## config.mk

```make
export PLATFORM = sky130hd
export DESIGN_NAME = serial_sub16_flat
export DESIGN_NICKNAME = d
export VERILOG_FILES = /design/src/rtl/serial_sub16_pkg.sv /design/src/rtl/serial_sub16_if.sv /design/src/rtl/serial_sub16_nibble_sub.sv /design/src/rtl/serial_sub16.sv /design/src/flat_wrapper.sv
export SDC_FILE = /design/constraint.sdc
export NUM_CORES = 1
export LEC_CHECK = 0
export BUFFER_PORTS_ARGS = -buffer_cell sky130_fd_sc_hd__buf_2
export CAP_MARGIN = 20
export CORE_MARGIN = 1.5
export CORE_UTILIZATION = 30
export CTS_CLUSTER_SIZE = 8
export DETAILED_ROUTE_END_ITERATION = 12
export PLACE_DENSITY = 0.6
export REMOVE_ABC_BUFFERS = 1
export SYNTH_ARGS = -nofsm -noshare
export SYNTH_HDL_FRONTEND = slang
export SYNTH_SLANG_ARGS = --single-unit
```

## constraint.sdc

```tcl
create_clock -name clk -period 2.8 [get_ports clk]
set_input_delay 0.14 -clock clk [delete_from_list [all_inputs] [get_ports clk]]
set_output_delay 0.14 -clock clk [all_outputs]
set_load 0.02 [all_outputs]
```

## src/rtl/serial_sub16_pkg.sv

```systemverilog
// Shared definitions for the serial nibble-wise subtractor: slice width,
// FSM state encoding and counter sizing.
package serial_sub16_pkg;

   localparam int NIB_W = 4;

   typedef enum logic [1:0] {
      IDLE = 2'd0,
      RUN  = 2'd1,
      DONE = 2'd2
   } state_e;

   // Counter width that stays legal for a single-nibble configuration.
   function automatic int cnt_width(input int n);
      return (n > 1) ? $clog2(n) : 1;
   endfunction

endpackage

```

## src/rtl/serial_sub16_if.sv

```systemverilog
// Request/result bundle of the serial subtractor; master issues operands,
// slave returns the difference with borrow and overflow flags.
interface serial_sub16_if
   import serial_sub16_pkg::*;
#(
   parameter int NIBBLES = 4
) ();

   localparam int W = NIB_W * NIBBLES;

   logic         start;
   logic [W-1:0] a;
   logic [W-1:0] b;
   logic         bin;
   logic         busy;
   logic         done;
   logic [W-1:0] diff;
   logic         bout;
   logic         ovf;

   modport master (
      output start, a, b, bin,
      input  busy, done, diff, bout, ovf
   );

   modport slave (
      input  start, a, b, bin,
      output busy, done, diff, bout, ovf
   );

endinterface

```

## src/rtl/serial_sub16_nibble_sub.sv

```systemverilog
// Combinational 4-bit carry-lookahead slice: s = x + y + cin. The caller
// feeds the inverted subtrahend so the slice performs one nibble of a - b.
module nibble_sub
   import serial_sub16_pkg::*;
(
   input  logic [NIB_W-1:0] x,
   input  logic [NIB_W-1:0] y,
   input  logic             cin,
   output logic [NIB_W-1:0] s,
   output logic             cout
);

   logic [NIB_W-1:0] p;
   logic [NIB_W-1:0] g;
   logic [NIB_W:0]   c;

   always_comb begin
      p    = x ^ y;
      g    = x & y;
      c[0] = cin;
      c[1] = g[0] | (p[0] & cin);
      c[2] = g[1] | (p[1] & g[0]) | (p[1] & p[0] & cin);
      c[3] = g[2] | (p[2] & g[1]) | (p[2] & p[1] & g[0])
           | (p[2] & p[1] & p[0] & cin);
      c[4] = g[3] | (p[3] & g[2]) | (p[3] & p[2] & g[1])
           | (p[3] & p[2] & p[1] & g[0]) | (p[3] & p[2] & p[1] & p[0] & cin);
      s    = p ^ c[NIB_W-1:0];
      cout = c[NIB_W];
   end

endmodule

```

## src/rtl/serial_sub16.sv

```systemverilog
// Serial subtractor: one nibble of a - b - bin per cycle, LSB first, through a
// single reused lookahead slice; done pulses once when the result is complete.
module serial_sub16
   import serial_sub16_pkg::*;
#(
   parameter int NIBBLES = 4
) (
   input  logic          clk,
   input  logic          rst_n,
   serial_sub16_if.slave bus
);

   localparam int W     = NIB_W * NIBBLES;
   localparam int CNT_W = cnt_width(NIBBLES);
   localparam logic [CNT_W-1:0] LAST = CNT_W'(NIBBLES - 1);

   state_e           state_q, state_d;
   logic [CNT_W-1:0] cnt_q, cnt_d;
   logic             carry_q, carry_d;
   logic [W-1:0]     a_q, a_d;
   logic [W-1:0]     b_q, b_d;
   logic [W-1:0]     diff_q, diff_d;
   logic             bout_q, bout_d;
   logic             ovf_q, ovf_d;

   logic [NIB_W-1:0] a_nib;
   logic [NIB_W-1:0] b_nib;
   logic [NIB_W-1:0] sum_nib;
   logic             cout;
   logic             accept;
   logic             last;

   assign accept = bus.start && (state_q == IDLE || state_q == DONE);
   assign last   = (cnt_q == LAST);

   // NOTE: sequential state uses non-blocking assignments so every flop samples
   // pre-edge values regardless of process ordering.
   always_ff @(posedge clk or negedge rst_n) begin
      if (!rst_n) begin
         state_q <= IDLE;
      end else begin
         state_q <= state_d;
      end
   end

   always_comb begin
      state_d = state_q;
      unique case (state_q)
         IDLE:    if (bus.start) state_d = RUN;
         RUN:     if (last) state_d = DONE;
         DONE:    state_d = bus.start ? RUN : IDLE;
         default: state_d = IDLE;
      endcase
   end

   always_comb begin
      bus.busy = (state_q == RUN);
      bus.done = (state_q == DONE);
      bus.diff = diff_q;
      bus.bout = bout_q;
      bus.ovf  = ovf_q;
   end

   // Select the operand nibbles addressed by the counter.
   always_comb begin
      a_nib = '0;
      b_nib = '0;
      for (int i = 0; i < NIBBLES; i++) begin
         if (cnt_q == CNT_W'(i)) begin
            a_nib = a_q[i*NIB_W +: NIB_W];
            b_nib = b_q[i*NIB_W +: NIB_W];
         end
      end
   end

   nibble_sub u_nibble_sub (
      .x    (a_nib),
      .y    (~b_nib),
      .cin  (carry_q),
      .s    (sum_nib),
      .cout (cout)
   );

   // NOTE: every variable gets a hold default first, so no path leaves one
   // unassigned and no latch is inferred.
   always_comb begin
      cnt_d   = cnt_q;
      carry_d = carry_q;
      a_d     = a_q;
      b_d     = b_q;
      diff_d  = diff_q;
      bout_d  = bout_q;
      ovf_d   = ovf_q;
      if (accept) begin
         a_d     = bus.a;
         b_d     = bus.b;
         cnt_d   = '0;
         carry_d = ~bus.bin;
      end else if (state_q == RUN) begin
         for (int i = 0; i < NIBBLES; i++) begin
            if (cnt_q == CNT_W'(i)) diff_d[i*NIB_W +: NIB_W] = sum_nib;
         end
         carry_d = cout;
         cnt_d   = last ? '0 : cnt_q + CNT_W'(1);
         if (last) begin
            // Carry out of a + ~b + ~bin is the inverse of the unsigned borrow.
            bout_d = ~cout;
            ovf_d  = (a_q[W-1] != b_q[W-1]) && (sum_nib[NIB_W-1] != a_q[W-1]);
         end
      end
   end

   always_ff @(posedge clk or negedge rst_n) begin
      if (!rst_n) begin
         cnt_q   <= '0;
         carry_q <= 1'b0;
         a_q     <= '0;
         b_q     <= '0;
         diff_q  <= '0;
         bout_q  <= 1'b0;
         ovf_q   <= 1'b0;
      end else begin
         cnt_q   <= cnt_d;
         carry_q <= carry_d;
         a_q     <= a_d;
         b_q     <= b_d;
         diff_q  <= diff_d;
         bout_q  <= bout_d;
         ovf_q   <= ovf_d;
      end
   end

endmodule

```

## src/flat_wrapper.sv

```systemverilog
// flat-port wrapper written by rule: the top's interface ports become plain ports
module serial_sub16_flat import serial_sub16_pkg::*;
#(
   parameter int NIBBLES = 4
)
  (clk, rst_n, bus_start, bus_a, bus_b, bus_bin, bus_busy, bus_done, bus_diff, bus_bout, bus_ovf);
  serial_sub16_if #(.NIBBLES(NIBBLES)) bus_i ();
  input  logic clk;
  input  logic rst_n;
  input wire logic [$bits(bus_i.start)-1:0] bus_start;
  input wire logic [$bits(bus_i.a)-1:0] bus_a;
  input wire logic [$bits(bus_i.b)-1:0] bus_b;
  input wire logic [$bits(bus_i.bin)-1:0] bus_bin;
  output wire logic [$bits(bus_i.busy)-1:0] bus_busy;
  output wire logic [$bits(bus_i.done)-1:0] bus_done;
  output wire logic [$bits(bus_i.diff)-1:0] bus_diff;
  output wire logic [$bits(bus_i.bout)-1:0] bus_bout;
  output wire logic [$bits(bus_i.ovf)-1:0] bus_ovf;
  assign bus_i.start = bus_start;
  assign bus_i.a = bus_a;
  assign bus_i.b = bus_b;
  assign bus_i.bin = bus_bin;
  assign bus_busy = bus_i.busy;
  assign bus_done = bus_i.done;
  assign bus_diff = bus_i.diff;
  assign bus_bout = bus_i.bout;
  assign bus_ovf = bus_i.ovf;
  serial_sub16 #(.NIBBLES(NIBBLES)) u_core (.clk(clk), .rst_n(rst_n), .bus(bus_i));
endmodule
```

==> impl.org, run 1 <==
** Final layout
- Fill cells in the final layout number 846.
- Layout cell share with drive strength beyond 1 :: 0.271
- Post-layout utilization of the core :: 0.388
- Antenna cells :: 0
- Area growth from synthesis to layout :: 25.6%
- Sequential cell area in the final layout :: 1380 um^2
- The final layout contains 387 nets.
- Multi-input logic area :: 1120 um^2

** Critical path
- Depth of the worst register-to-register path :: 10
- The signal on the critical path passes through buf_4, ha_1, buf_4, nor3_1, a21oi_1, ha_1, o21ai_0, o21a_1, or3_4, o211ai_1.
- Together, buffers and inverters on the worst path number 2.
- In this run the worst path has a maximum fanout of 10.
- Setup crit start kind :: register
- The largest single stage delay on the critical path is 0.44 ns.
- Signal arrival time at the worst endpoint :: 2.93 ns
- Worst Path Required :: 3.03 ns
- Register-to-register setup slack :: 0.11 ns
- By startpoint and endpoint, the worst setup path is classified as register to register.
- The worst setup path is captured at a register.
- On the critical path, the stage with the largest delay is an instance of dfrtp_1.
- CP top delay family :: adder cells
- The critical path runs through a total of 10 cells.

** Synthesis
- Fraction of registers with async set or reset after synthesis :: 1.00
- Of the synthesized area, sequential elements account for 0.546.
- Counting every instance in the synthesized netlist gives 277.
- Number of distinct library cells after synthesis :: 28
- Post-synthesis register bit count :: 55
- Number of warning messages in the yosys log :: 0
- After synthesis the cells add up to 2520 um^2.
- Avg Inst Size Synth :: 9.11 um^2
- Yosys mapped a number of flops with a built-in enable equal to 0.
- In the synthesized netlist the dominant register cell turns out to be dfrtp_1.

** Die
- Boundary Pins :: 56
- The die covers 8970 um^2.
- Core area :: 8180 um^2
- The initialized floorplan defines 33 standard-cell rows.
- For this configuration, the core starts out at a cell density of 0.309.
- The die is 94.7 um wide.
- In this run the vertical extent of the chip is 94.7 um.

** CTS
- # H-tree levels :: 2
- In this run, CTS created clock tree buffers numbering 5.
- Clk sink count :: 55
- CTS Buffer Depth :: 2
- The cell sitting at the root of the clock tree is a clkbuf_8.
- After clock tree synthesis, the clock-pin slew on the worst setup and hold paths is 0.10 ns.
- TritonCTS clock tree :: done
- Clock insertion delay at the later pin of the skew report :: 0.31 ns

** Global routing
- Number of global-route vias before repair :: 1,953
- The first global-routing pass estimated 9310 um of wire.
- Entering global routing, the biggest net connects 35 pins.
- The total overflow left after global routing is 0.
- The number of antenna violations at the first check in global routing was 0.
- All-Layer GR Usage :: 0.136

** STA
- The number of hold-slack violations in the final timing report came to 0.
- Timing would allow up to 371 MHz.
- Smallest setup slack after layout :: 0.106 ns
- In the finished design, the share of the clock period the worst path needs comes to 0.962.
- After layout, the minimum clock period comes to 2.69 ns.
- Tightest Pin Transition :: 0.756 ns
- For the final database, setup skew stands at 0.00787 ns.
- Worst rel slew slack :: 0.496
- Endpoints failing setup :: 0
- The number of max-slew violations in the final report is 0.

** Drt
- For this block, the routed nets add up to 5880 um of wire.
- The count of nets left with antenna violations once routing finished came out at 0.
- Before antenna repair, the detailed router went through 4 iterations.
- Remaining routing DRC violations :: 0
- Average detailed-routed wire length per instance :: 13.1 um
- For this block, the via count after detailed routing is 2,047.
- After detailed routing, the number of vias per cell comes to 4.57.
- Iteration-0 DRC count of the detailed router :: 80

** Power
- The share of total power dissipated in sequential elements is 0.325.
- The internal power of the cells totals 2.56 mW.
- Leakage power :: 1.61 nW
- Gate power share :: 0.538
- The share of total power dissipated in the clock network is 0.137.
- Dividing total power by cell area gives a power density of 1410 nW/um^2.
- Across the VDD grid, the largest voltage drop is 0.520 mV.
- Switching Fraction :: 0.425
- Power spent charging and discharging nets :: 1.90 mW

** Run status
- Run status :: finished clean

** Hold path
- Along the worst hold path, the cell count comes to 3.
- In this run the worst hold path is classified as input port to register.

** Placed design
- Routability cong. :: 0.776
- Detailed placement ended at an HPWL of 4300 um.
- Post-Place Worst Slack :: 0.0833 ns
- Port buffering added 55 buffers.

** Flow run
- Number of max-capacitance violations reported :: 0
## logic make-up (layout without fill, tap and decap cells)
family                   count (synthesis)  after routing  share of synthesized area
AND/OR/NAND/NOR                        148            148                      0.250
AO/OA/AOI/OAI                           42             42                      0.103
buffers and inverters                   16             82                     0.0243
flip-flops                              55             55                      0.546
adder cells (fa/ha/maj)                  9              9                     0.0476
multiplexers                             5              5                     0.0223
XOR/XNOR                                 2              2                    0.00695
## final timing paths
| path | from | to |
|---|---|---|
| max in group asynchronous | rst_n | u_core.cnt_q[0] |
| min reg2reg | u_core.bus.diff[10] | u_core.bus.diff[10] |
| max reg2reg | u_core.cnt_q[1] | u_core.bus.ovf |
| max | u_core.cnt_q[1] | u_core.bus.ovf |
| min | bus_b[4] | u_core.b_q[4] |
| min in group asynchronous | rst_n | u_core.a_q[1] |
## metal layers
metal / global-route usage / share of wire / vias to the layer above
met3: 0.0274 / 0.040 / 7
li1: - / - / 1043
met4: 0.0373 / 0.0097 / 0
met5: 0 / 0 / -
met1: 0.188 / 0.49 / 955
met2: 0.214 / 0.46 / 42
## timing repair
| action | CTS | global route |
|---|---|---|
| hold buffers | 1 | 0 |
| hold endpoints to repair | 32 | 0 |
| endpoints found under the setup margin | 0 | 10 |
| buffers inserted | 0 | 3 |
| resized for setup | 0 | 12 |
## sequential cells by signal, summed over array words and instances (netlist names)
signal and count:
u_core.state_q 2, u_core.bus.ovf 1, u_core.bus.bout 1, u_core.a_q 16
u_core.bus.diff 16, u_core.carry_q 1, u_core.b_q 16, u_core.cnt_q 2
## power groups by stage
stage                     combinational (mW)  sequential (mW)  clock [mW]
after global routing                    2.69             1.49       0.664
final                                   2.40             1.45       0.611
after global placement                  2.28             1.44           0
after detailed placement                2.32             1.45           0
after CTS                               2.33             1.44       0.624
after floorplan                         1.47             1.54           0
## area by class of cell
cell class	instances	area share
clock buffer	6	0.0229
clock inverter	2	0.0190
inverter	4	0.00474
multi-input combinational	206	0.354
sequential	55	0.435
tap	105	0.0415
timing repair buffer	70	0.123
## per-stage QoR
stage	std cells	setup TNS [ns]	area (um^2)	hold WS [ns]	total power, mW
after floorplan	265	0	2480	-0.156	3.00
after global placement	436	0	2970	0.249	3.72
after detailed placement	436	0	2970	0.259	3.77
after CTS	445	0	3110	0.00555	4.39
after global routing	448	-0.0159	3170	0.00368	4.84
final	448	0	3170	0.00857	4.46
## synthesized netlist by cell type, types with 2 or more instances
cell / count / share of area
nand2b_1: 2 / 0.0050
o31ai_1: 4 / 0.012
o21ai_0: 16 / 0.032
nor3_1: 5 / 0.0099
mux2_2: 5 / 0.022
inv_1: 4 / 0.0060
nand2_1: 120 / 0.18
a21oi_1: 10 / 0.020
dfrtp_1: 55 / 0.55
nand3b_1: 4 / 0.012
a221oi_1: 6 / 0.021
nor2_1: 2 / 0.0030
ha_1: 8 / 0.040
nor2b_1: 12 / 0.030
clkbuf_1: 11 / 0.016
## worst reg2reg max path: stages (launching register included)
cell and delay (ns):
dfrtp_1 0.44, buf_4 0.16, ha_1 0.30, buf_4 0.23, nor3_1 0.23, a21oi_1 0.07
ha_1 0.35, o21ai_0 0.10, o21a_1 0.20, or3_4 0.35, o211ai_1 0.18
## cell usage in the layout (no fill, tap or decap), types with 3 or more instances in the layout
cell type,instances
buf_4,14
mux2_2,5
ha_2,3
ha_1,4
clkbuf_8,5
nor3_1,5
dfrtp_1,54
a21oi_1,10
nor2b_1,10
nand2_1,120
o31ai_1,4
a221oi_1,5
buf_2,55
o21ai_0,15
nand3b_1,4
Power figures use the tool's default switching activity.
==> run 2: changes to the inputs <==
--- a/config.mk
+++ b/config.mk
@@ -7,11 +7,13 @@
 export LEC_CHECK = 0
 export BUFFER_PORTS_ARGS = -buffer_cell sky130_fd_sc_hd__buf_2
 export CAP_MARGIN = 20
+export CELL_PAD_IN_SITES_DETAIL_PLACEMENT = 2
+export CELL_PAD_IN_SITES_GLOBAL_PLACEMENT = 2
 export CORE_MARGIN = 1.5
-export CORE_UTILIZATION = 30
+export CORE_UTILIZATION = 29
 export CTS_CLUSTER_SIZE = 8
 export DETAILED_ROUTE_END_ITERATION = 12
-export PLACE_DENSITY = 0.6
+export PLACE_DENSITY = 0.84
 export REMOVE_ABC_BUFFERS = 1
 export SYNTH_ARGS = -nofsm -noshare
 export SYNTH_HDL_FRONTEND = slang
==> impl.org, run 2 (synthesis results as in run 1) <==
** Power
- The peak supply drop is 0.410 mV (-21%).
- The total power of the final layout came to 4.83 mW (+8.4%).
- PD cells :: 1510 nW/um^2 (+7.1%)
- The leakage power is 1.63 nW (+1.1%).

** Placed design
- Routability cong. :: 0.772 (-0.53%)
- The number of I/O port buffers came to 55 (unchanged).
- Post-Place Worst Slack :: -0.00790 ns (-0.0912 ns)
- HPWL Detailed :: 5240 um (+22%)

** STA
- The slew at the pin closest to its max-slew limit was 0.788 ns (+0.0318 ns).
- Clock skew :: 0.0124 ns (+0.00456 ns)
- Worst Hold Slack :: 0.0101 ns (+0.00155 ns)
- Number of max-slew violations in the final report :: 0 (unchanged)
- The highest clock frequency the design can meet was 349 MHz (-6.0%).
- The final-report setup violation count came to 5 (+5).
- Smallest setup slack after layout :: -0.0654 ns (-0.171 ns)
- Final TNS setup :: -0.0978 ns (-0.0978 ns)
- The fraction of the cycle the final worst path needs came to 1.02 (+0.0612).
- The relative max-transition margin was 0.475 (-0.0212).
- The number of hold-slack violations in the final timing report is 0 (unchanged).
- Final critical delay including setup and external delays :: 2.87 ns (+0.171 ns)

** Drt
- Post-detailed-route count of antenna-violating nets :: 0 (unchanged)
- Remaining routing DRC violations :: 0 (unchanged)
- The vias after detailed routing came to 2,194 (+7.2%).
- Average via count per standard cell :: 4.88 (+6.7%)
- Routed wire length :: 7640 um (+30%)
- The DRC marker count from the first detailed-route iteration is 62 (-23%).
- Average detailed-routed wire length per instance :: 17.0 um (+29%)
- The length of the first detailed-routing pass in iterations came to 4 (unchanged).

** Critical path
- Setup crit start kind :: register
- Crit path kind :: register to register
- The worst-case register-to-register setup slack was -0.07 ns (-0.17 ns).
- The path depth of the worst reg2reg path was 10 (unchanged).
- The arrival time reported for the critical path endpoint came to 3.05 ns (+0.12 ns).
- The maximum net fanout on the critical path is 5 (-5).
- The worst register-to-register path begins at u_core.cnt_q[0].
- Setup crit end kind :: register
- Reg-to-Reg End :: u_core.carry_q
- The required arrival time at the worst endpoint is 2.98 ns (-0.05 ns).

** Final layout
- Multi-input logic area :: 1140 um^2 (+1.5%)
- Most common cell after layout, fill and taps aside :: nand2_1
- The top cell types in the final layout, fill and taps aside, are nand2_1 (120), buf_2 (55), dfrtp_1 (54), buf_4 (15), o21ai_0 (14).
- Layout cell share with drive strength beyond 1 :: 0.287 (+0.0158)
- The end-of-flow core utilization came to 0.384 (-0.00302).
- Final-layout fill cell count :: 965 (+14%)
- The area taken by flip-flops and latches was 1380 um^2 (unchanged).
- Antenna cells :: 0 (unchanged)
- The number of nets at the end of the flow was 389 (+0.52%).
- Area growth from synthesis to layout :: 27.1%

** Hold path
- The startpoint identified for the worst hold timing path is bus_a[12].
- The path with the worst hold slack has its endpoint at u_core.a_q[12].
- Cell depth of the worst hold path :: 3 (unchanged)
- Type of the worst min-delay path :: input port to register

** Global routing
- Antenna violations before repair :: 0 (unchanged)
- The largest net degree at the start of global routing came to 34 (-2.9%).
- Most Used Layer, Global Route :: met2
- Global-route met3 utilization :: 0.0284 (+0.00106)
- The met2 track demand over resource in global routing came to 0.306 (+0.0915).
- All-Layer GR Usage :: 0.170 (+0.0349)
- Met1 global-route usage :: 0.210 (+0.0226)
- The number of global-route vias before repair came to 2,361 (+21%).
- GR Overflow Total :: 0 (unchanged)
- First-pass GRT wire length :: 11,900 um (+28%)

** Die
- Core area :: 8340 um^2 (+2.0%)
- The overall die area is 9270 um^2 (+3.3%).
- The count of standard-cell rows came to 33 (unchanged).
- Effective utilization at floorplan :: 0.302 (-0.00611)
- Boundary Pins :: 56 (unchanged)
- Chip height :: 96.3 um (+1.7%)
- Die span in x :: 96.3 um (+1.7%)

** Run status
- Run status :: finished, violations left
- The checks that failed: negative setup slack.

** CTS
- Clock insertion delay at the later pin of the skew report :: 0.32 ns (about the same)
- The number of CTS-inserted buffers is 5 (unchanged).
- The clock slew at the register clock pins of the worst setup and hold paths is 0.11 ns (about the same).
- Root Buffer Master :: clkbuf_8
- The H-tree depth came to 2 (unchanged).
- The deepest clock path buffer count is 2 (unchanged).
- TritonCTS built the clock tree.
- The total clock sinks is 55 (unchanged).

** Flow run
- The max capacitance violation total is 0 (unchanged).
## run 2: worst max-delay path, stage by stage, from the launching register on
cell	delay, ns
dfrtp_2	0.48
inv_2	0.09
ha_2	0.20
nor2b_4	0.19
a221oi_1	0.11
o31ai_1	0.37
ha_1	0.32
a21o_1	0.19
and4_4	0.20
nor3_1	0.37
o221ai_1	0.20
## run 2: layout make-up
| cell class | count | share of cell area |
|---|---|---|
| clock buffers | 5 | 0.0215 |
| inverters | 4 | 0.00468 |
| multi-input cells | 206 | 0.355 |
| well taps | 105 | 0.0410 |
| clock inverters | 3 | 0.0211 |
| repair buffers | 72 | 0.128 |
| flip-flops and latches | 55 | 0.430 |
## run 2: repair_timing
item / in CTS / in global routing
endpoints found under the hold margin: 32 / 0
setup endpoints to repair: 6 / 15
gates resized for setup: 4 / 13
setup buffers: 1 / 5
pin swaps: 1 / 4
hold buffers: 1 / 0
## run 2: how the worst max path moves through the flow
| stage | slack [ns] | end | cells after the start | start |
|---|---|---|---|---|
| 2_1_floorplan | 0.06 | u_core.bus.ovf | 9 | u_core.cnt_q[0] |
| 3_3_place_gp | 0.15 | u_core.bus.ovf | 10 | u_core.cnt_q[0] |
| 3_5_place_dp | -0.008 | u_core.bus.ovf | 11 | u_core.cnt_q[0] |
| 4_1_cts | 0.01 | u_core.bus.ovf | 12 | u_core.cnt_q[1] |
| 5_1_grt | -0.17 | u_core.carry_q | 10 | u_core.cnt_q[0] |
| 6_report | -0.07 | u_core.carry_q | 10 | u_core.cnt_q[0] |
## run 2: through the flow
step / cell area (um^2) / instances
floorplan: 2480 / 265
global placement: 2960 / 435
detailed placement: 2960 / 435
CTS: 3130 / 445
global route: 3210 / 450
finish: 3210 / 450
## run 2: power breakdown
group / leakage, nW / switching (mW) / internal (mW) / total (mW)
combinational: 0.890 / 1.61 / 1.13 / 2.74
clock: 0.0644 / 0.275 / 0.357 / 0.632
sequential: 0.674 / 0.274 / 1.19 / 1.46
total: 1.63 / 2.16 / 2.67 / 4.83
## run 2: routing by layer
metal | vias to the layer above | part of all wire
met4 | 0 | 0.016
met2 | 53 | 0.51
met3 | 10 | 0.037
met5 | - | 0
met1 | 1087 | 0.44
li1 | 1044 | -
